<file path="src/rtl/pwm_pkg.sv">
// Shared types and constants for the PWM soft-start/soft-stop sequencer.
// No logic; constants only.
// Not applicable (package).
package pwm_pkg;

    localparam int RATIO_W = 8;

    // State encodings shared by the FSM and anything that decodes it.
    localparam logic [1:0] IDLE  = 2'd0;
    localparam logic [1:0] RUN   = 2'd1;
    localparam logic [1:0] REQ   = 2'd2;
    localparam logic [1:0] FAULT = 2'd3;

    typedef enum logic [1:0] {
        S_IDLE  = IDLE,
        S_RUN   = RUN,
        S_REQ   = REQ,
        S_FAULT = FAULT
    } state_t;

endpackage

</file>
<file path="src/rtl/ramp_step_calc.sv">
// Next PWM ratio: moves current toward target by at most one step, saturating.
// Purely combinational, zero latency.
// No handshake; the caller samples the result when it needs it.
module ramp_step_calc
    import pwm_pkg::*;
(
    input  logic [RATIO_W-1:0] i_cur,
    input  logic [RATIO_W-1:0] i_tgt,
    input  logic [RATIO_W-1:0] i_step,
    output logic [RATIO_W-1:0] o_next
);

    // One extra bit so differences and sums never wrap past 0 or full scale.
    logic [RATIO_W:0] w_cur;
    logic [RATIO_W:0] w_tgt;
    logic [RATIO_W:0] w_step;
    logic [RATIO_W:0] w_diff;
    logic [RATIO_W:0] w_sum;
    logic [RATIO_W:0] w_sub;
    logic             w_up;

    assign w_cur  = {1'b0, i_cur};
    assign w_tgt  = {1'b0, i_tgt};
    assign w_step = {1'b0, i_step};
    assign w_up   = (w_tgt > w_cur);
    assign w_diff = w_up ? (w_tgt - w_cur) : (w_cur - w_tgt);
    assign w_sum  = w_cur + w_step;
    assign w_sub  = w_cur - w_step;

    // Jump to target when step is 0 or target is within one step, else step toward it.
    always_comb begin
        o_next = i_tgt;
        if ((i_step != '0) && (w_diff > w_step)) begin
            if (w_up) begin
                o_next = w_sum[RATIO_W] ? {RATIO_W{1'b1}} : w_sum[RATIO_W-1:0];
            end else begin
                o_next = w_sub[RATIO_W] ? '0 : w_sub[RATIO_W-1:0];
            end
        end
    end

endmodule

</file>
<file path="src/rtl/pwm_ramp_ctrl.sv">
// Soft-start/soft-stop sequencer feeding the PWM generator one ratio step per tick.
// Ratio/update registered: request appears the cycle after the tick; ack consumed in one cycle.
// Holds pwm_update/pwm_ratio until pwm_done; faults if no ack within ACK_TIMEOUT cycles.
module pwm_ramp_ctrl
    import pwm_pkg::*;
#(
    parameter int TICK_DIV    = 1000,
    parameter int ACK_TIMEOUT = 1024,
    parameter int CNT_W       = 16
) (
    input  logic               clock,
    input  logic               reset_n,
    input  logic               ramp_enable,
    input  logic [RATIO_W-1:0] target_ratio,
    input  logic [RATIO_W-1:0] ramp_step,
    input  logic               estop,
    input  logic               pwm_done,
    output logic               pwm_enable,
    output logic [RATIO_W-1:0] pwm_ratio,
    output logic               pwm_update,
    output logic [RATIO_W-1:0] current_ratio,
    output logic               ramp_busy,
    output logic               fault
);

    localparam logic [CNT_W-1:0] TICK_LAST = CNT_W'(TICK_DIV - 1);
    localparam logic [CNT_W-1:0] TO_LAST   = CNT_W'(ACK_TIMEOUT - 1);

    state_t             r_state;
    state_t             w_state_nxt;
    logic [CNT_W-1:0]   r_tick_cnt;
    logic [CNT_W-1:0]   r_to_cnt;
    logic               r_pwm_enable;
    logic [RATIO_W-1:0] r_pwm_ratio;
    logic               r_pwm_update;
    logic [RATIO_W-1:0] r_current_ratio;
    logic               r_fault;

    logic [RATIO_W-1:0] w_tgt;
    logic [RATIO_W-1:0] w_next_ratio;
    logic               w_tick;
    logic               w_to_hit;
    logic               w_load_req;
    logic               w_ack;
    logic               w_active;

    // Disabling the ramp means "walk down to zero".
    assign w_tgt    = ramp_enable ? target_ratio : '0;
    assign w_active = (r_state == S_RUN) || (r_state == S_REQ);
    // Ticks that land while a request is outstanding are simply lost.
    assign w_tick   = (r_state == S_RUN) && (r_tick_cnt == TICK_LAST);
    assign w_to_hit = (r_to_cnt == TO_LAST);

    ramp_step_calc u_step (
        .i_cur  (r_current_ratio),
        .i_tgt  (w_tgt),
        .i_step (ramp_step),
        .o_next (w_next_ratio)
    );

    // State register.
    always_ff @(posedge clock or negedge reset_n) begin
        if (!reset_n) begin
            r_state <= S_IDLE;
        end else begin
            r_state <= w_state_nxt;
        end
    end

    // Next-state decode; estop wins everywhere except FAULT, done wins over timeout.
    always_comb begin
        w_state_nxt = r_state;
        w_load_req  = 1'b0;
        w_ack       = 1'b0;
        case (r_state)
            S_IDLE: begin
                if (ramp_enable && !estop) begin
                    w_state_nxt = S_RUN;
                end
            end
            S_RUN: begin
                if (estop) begin
                    w_state_nxt = S_IDLE;
                end else if (w_tick) begin
                    if (r_current_ratio != w_tgt) begin
                        w_load_req  = 1'b1;
                        w_state_nxt = S_REQ;
                    end else if (!ramp_enable) begin
                        // current == tgt == 0 here: ramp-down finished.
                        w_state_nxt = S_IDLE;
                    end
                end
            end
            S_REQ: begin
                if (estop) begin
                    w_state_nxt = S_IDLE;
                end else if (pwm_done) begin
                    w_ack       = 1'b1;
                    w_state_nxt = S_RUN;
                end else if (w_to_hit) begin
                    w_state_nxt = S_FAULT;
                end
            end
            S_FAULT: begin
                if (!ramp_enable) begin
                    w_state_nxt = S_IDLE;
                end
            end
            default: w_state_nxt = S_IDLE;
        endcase
    end

    // Tick divider runs through RUN and REQ, parked at 0 otherwise.
    always_ff @(posedge clock or negedge reset_n) begin
        if (!reset_n) begin
            r_tick_cnt <= '0;
        end else if (!w_active) begin
            r_tick_cnt <= '0;
        end else if (r_tick_cnt == TICK_LAST) begin
            r_tick_cnt <= '0;
        end else begin
            r_tick_cnt <= r_tick_cnt + 1'b1;
        end
    end

    // Ack timeout counts only while a request stays outstanding.
    always_ff @(posedge clock or negedge reset_n) begin
        if (!reset_n) begin
            r_to_cnt <= '0;
        end else if ((r_state == S_REQ) && (w_state_nxt == S_REQ)) begin
            r_to_cnt <= r_to_cnt + 1'b1;
        end else begin
            r_to_cnt <= '0;
        end
    end

    // Generator-facing outputs, all registered off the next state.
    always_ff @(posedge clock or negedge reset_n) begin
        if (!reset_n) begin
            r_pwm_enable    <= 1'b0;
            r_pwm_ratio     <= '0;
            r_pwm_update    <= 1'b0;
            r_current_ratio <= '0;
            r_fault         <= 1'b0;
        end else begin
            r_pwm_enable <= (w_state_nxt == S_RUN) || (w_state_nxt == S_REQ);
            r_pwm_update <= (w_state_nxt == S_REQ);
            r_fault      <= (w_state_nxt == S_FAULT);
            if (w_load_req) begin
                r_pwm_ratio <= w_next_ratio;
            end
            if (w_ack) begin
                r_current_ratio <= r_pwm_ratio;
            end else if ((w_state_nxt == S_FAULT) || (estop && (r_state != S_FAULT))) begin
                r_current_ratio <= '0;
            end
        end
    end

    assign pwm_enable    = r_pwm_enable;
    assign pwm_ratio     = r_pwm_ratio;
    assign pwm_update    = r_pwm_update;
    assign current_ratio = r_current_ratio;
    assign fault         = r_fault;
    assign ramp_busy     = (r_state == S_REQ) ||
                           ((r_state == S_RUN) && (r_current_ratio != w_tgt));

endmodule

</file>
<file path="config.mk">
export PLATFORM = sky130hd
export DESIGN_NAME = pwm_ramp_ctrl
export DESIGN_NICKNAME = d
export VERILOG_FILES = /design/src/rtl/pwm_pkg.sv /design/src/rtl/ramp_step_calc.sv /design/src/rtl/pwm_ramp_ctrl.sv
export SDC_FILE = /design/constraint.sdc
export NUM_CORES = 1
export LEC_CHECK = 0
export BUFFER_PORTS_ARGS = -buffer_cell sky130_fd_sc_hd__buf_2
export CAP_MARGIN = 20
export CORE_MARGIN = 1
export CORE_UTILIZATION = 33
export CTS_CLUSTER_DIAMETER = 60
export DETAILED_ROUTE_END_ITERATION = 6
export SLEW_MARGIN = 40
export SYNTH_ARGS = -nofsm -noshare
export SYNTH_HDL_FRONTEND = slang
export SYNTH_HIERARCHICAL = 1
export SYNTH_SLANG_ARGS = --single-unit
</file>
<file path="constraint.sdc">
create_clock -name clock -period 4.6 [get_ports clock]
set_input_delay 0.46 -clock clock [delete_from_list [all_inputs] [get_ports clock]]
set_output_delay 0.46 -clock clock [all_outputs]
set_load 0.02 [all_outputs]
</file>
==> metrics.csv <==
metric,value,unit
yosysSeqAreaShare,29.3,%
leakagePower,2.43,nW
finalInstanceArea,5210,µm²
synthAdderAreaFrac,15.0,%
dieArea,14200,µm²
netlist_instances,505,
cp_data_arrival_time,4.56,ns
place_hpwl,8760,µm
cts_setup_buffers,0,
yosys-top-cells-area,"dfrtp_1 (29%), ha_1 (13%), xnor2_1 (4.5%), xor2_1 (4.3%), mux2_2 (4.0%)",
syn2layout_area_growth,15.3,%
tightest_slew,0.754,ns
synth-simple-area-share,18.8,%
start_kind,primary input,
slew_headroom,49.8,%
drtAntennaViolNets,0,
status,completed,
ys_ff_latch,53,
hold_violations,0,
drc_errors,0,
viasPerCell,5.08,
numCtsBuffers,5,
gp_congestion,0.847,
synth_compound_area_share,17.3,%
nNetsFinal,633,
place_area,5050,µm²
clk_latency,0.29,ns
syn_nets,578,
htreeDepth,2,
worstSetupPathType,primary input to flop,
first_pass_iters,4,
place_ws,-0.145,ns
syn_area,4520,µm²
synthFlopType,dfrtp_1,
critPathCaptureType,flop,
synth_top_family_by_area,simple AND/OR/NAND/NOR gates,
ir_worst_vdd,0.169,mV
synthMostInstantiatedCell,dfrtp_1,
wl,11100,µm
die_w,119,µm
die_h,119,µm
final_max_slew_viol_count,0,
min_period,4.39,ns
cts_resized,0,
coreArea,13300,µm²
cts_tree,yes,
synthMuxAreaShare,5.53,%
synth_top_cell_by_area,dfrtp_1,
drive_gt1_share,18.2,%
synth_common_cells,"dfrtp_1 (53), ha_1 (48), inv_1 (42), nor2_1 (41), a21oi_1 (31)",
hold_buffers,0,
fill_cells,1332,
p_per_area,241,nW/µm²
finalCritPeriodShare,95.4,%
port_buffers,40,
clock_skew,0.00401,ns
grt_start_max_net_pins,54,
first_iter_violations,171,
fmax,0.228,GHz
clkSlewWorstSetupHoldPaths,0.07,ns
regArea,1330,µm²
synthArstFlopShare,100,%
grt_pass1_wl,18400,µm
root_buffer,clkbuf_16,
start_util,34.0,%
yosysTopAreaCellShare,29.3,%
synth_cell_types,60,
min_path_type,primary input to async pin,
vias,3745,
synth_edf_count,0,
clockBufferDepth,2,
wire_per_inst,15.1,µm
cap_viol_max_count,0,
cts.sinks,53,
hold_ws,0.292,ns
num_rows,42,
r2r_cells,16,
synth.avg_cell_area,8.96,µm²
multi_input_area,2980,µm²
setup_viol,0,
finalPower,1.25,mW
grt_usage,16.0,%
fin_ws,0.212,ns
antenna_cells,0,
overflow,0,
grt_pass1_vias,3777,
synthXorXnorAreaFrac,8.71,%
pin_count,41,
antenna_found_initial,0,
cp_max_fo,18,
required,4.77,ns
ys.warnings.count,6,
## placed cells by master, fill, tap and decap left out, types with 4 or more instances in the layout
cell       synthesis  final
dfrtp_1           53     53
ha_1              48     48
inv_1             42     42
nor2_1            41     41
buf_2              2     39
a21oi_1           31     31
o21ai_0           24     24
buf_4              1     24
nand2_1           23     23
xnor2_1           23     23
xor2_1            22     22
nand3_1           19     19
mux2_2            16     16
nor3_1            11     11
and2_1            11     10
and3_1             9      9
nor2b_1            9      9
nand4_1            8      8
a22o_1             8      8
a21o_1             7      7
mux2i_1            7      7
or3_1              6      6
nand4b_1           5      5
a31oi_1            5      5
clkbuf_16          0      5
or4_1              4      4
o211ai_1           4      4
o21bai_1           4      4
fa_1               4      4
## worst paths after layout
kind	start	to	slack (ns)
min	reset_n	r_tick_cnt[8]	0.29
min reg2reg	r_tick_cnt[0]	r_tick_cnt[0]	0.50
max reg2reg	current_ratio[1]	pwm_ratio[2]	0.24
max	ramp_enable	pwm_ratio[2]	0.21
min in group clock	r_tick_cnt[0]	r_tick_cnt[0]	0.50
max in group asynchronous	reset_n	pwm_ratio[3]	3.86
## registers in the layout, indices dropped and copies added (netlist names)
name,flops
current_ratio,8
fault,1
pwm_enable,1
pwm_ratio,8
pwm_update,1
r_state,2
r_tick_cnt,16
r_to_cnt,16
## kinds of logic (layout without fill, tap and decap cells)
| family | count (synthesis) | in the layout |
|---|---|---|
| multiplexers | 23 | 23 |
| buffers and inverters | 58 | 114 |
| adder cells (fa/ha/maj) | 52 | 52 |
| AND/OR/NAND/NOR | 161 | 161 |
| XOR/XNOR | 45 | 45 |
| flip-flops | 53 | 53 |
| AO/OA/AOI/OAI | 113 | 113 |
## critical path, cell delays in order
cell       delay (ns)
clkbuf_4         0.19
and2_4           0.18
ha_1             0.28
nor2b_1          0.14
o211ai_1         0.17
a21boi_1         0.16
o31ai_4          0.30
mux2i_1          0.28
a31oi_1          0.13
xnor2_1          0.14
ha_1             0.33
a2111oi_2        0.44
o211ai_1         0.21
a221oi_4         0.32
buf_4            0.21
mux2_2           0.34
mux2_2           0.26
## per-layer routing
metal	track usage (%)	vias up	wire, µm	part of all wire, %
met4	4.19	0	141	1.3
met3	1.82	12	343	3.1
met1	20.0	1789	5050	45
li1	-	1885	-	-
met5	0	-	0	0
met2	29.0	59	5600	50
## area by class of cell
class	count	share of cell area [%]
Multi-Input combinational cell	394	57.2
Sequential cell	53	25.4
Timing Repair Buffer	64	7.34
Tap cell	176	4.22
Inverter	42	3.02
Clock buffer	5	2.40
Clock inverter	3	0.408
## metrics by stage
stage          instances  setup TNS, ns  util, %
6_report             737              0     39.2
5_1_grt              737         -0.184     39.2
4_1_cts              737              0     39.1
3_5_place_dp         729         -0.837     38.0
3_3_place_gp         729              0     38.0
2_1_floorplan        505              0        -
## power by group
part           switching (mW)  internal, mW  total (mW)
registers              0.0206         0.484       0.505
clock network           0.165         0.203       0.368
logic                   0.220         0.162       0.382
Note: power is estimated with default switching activity, not from simulation.
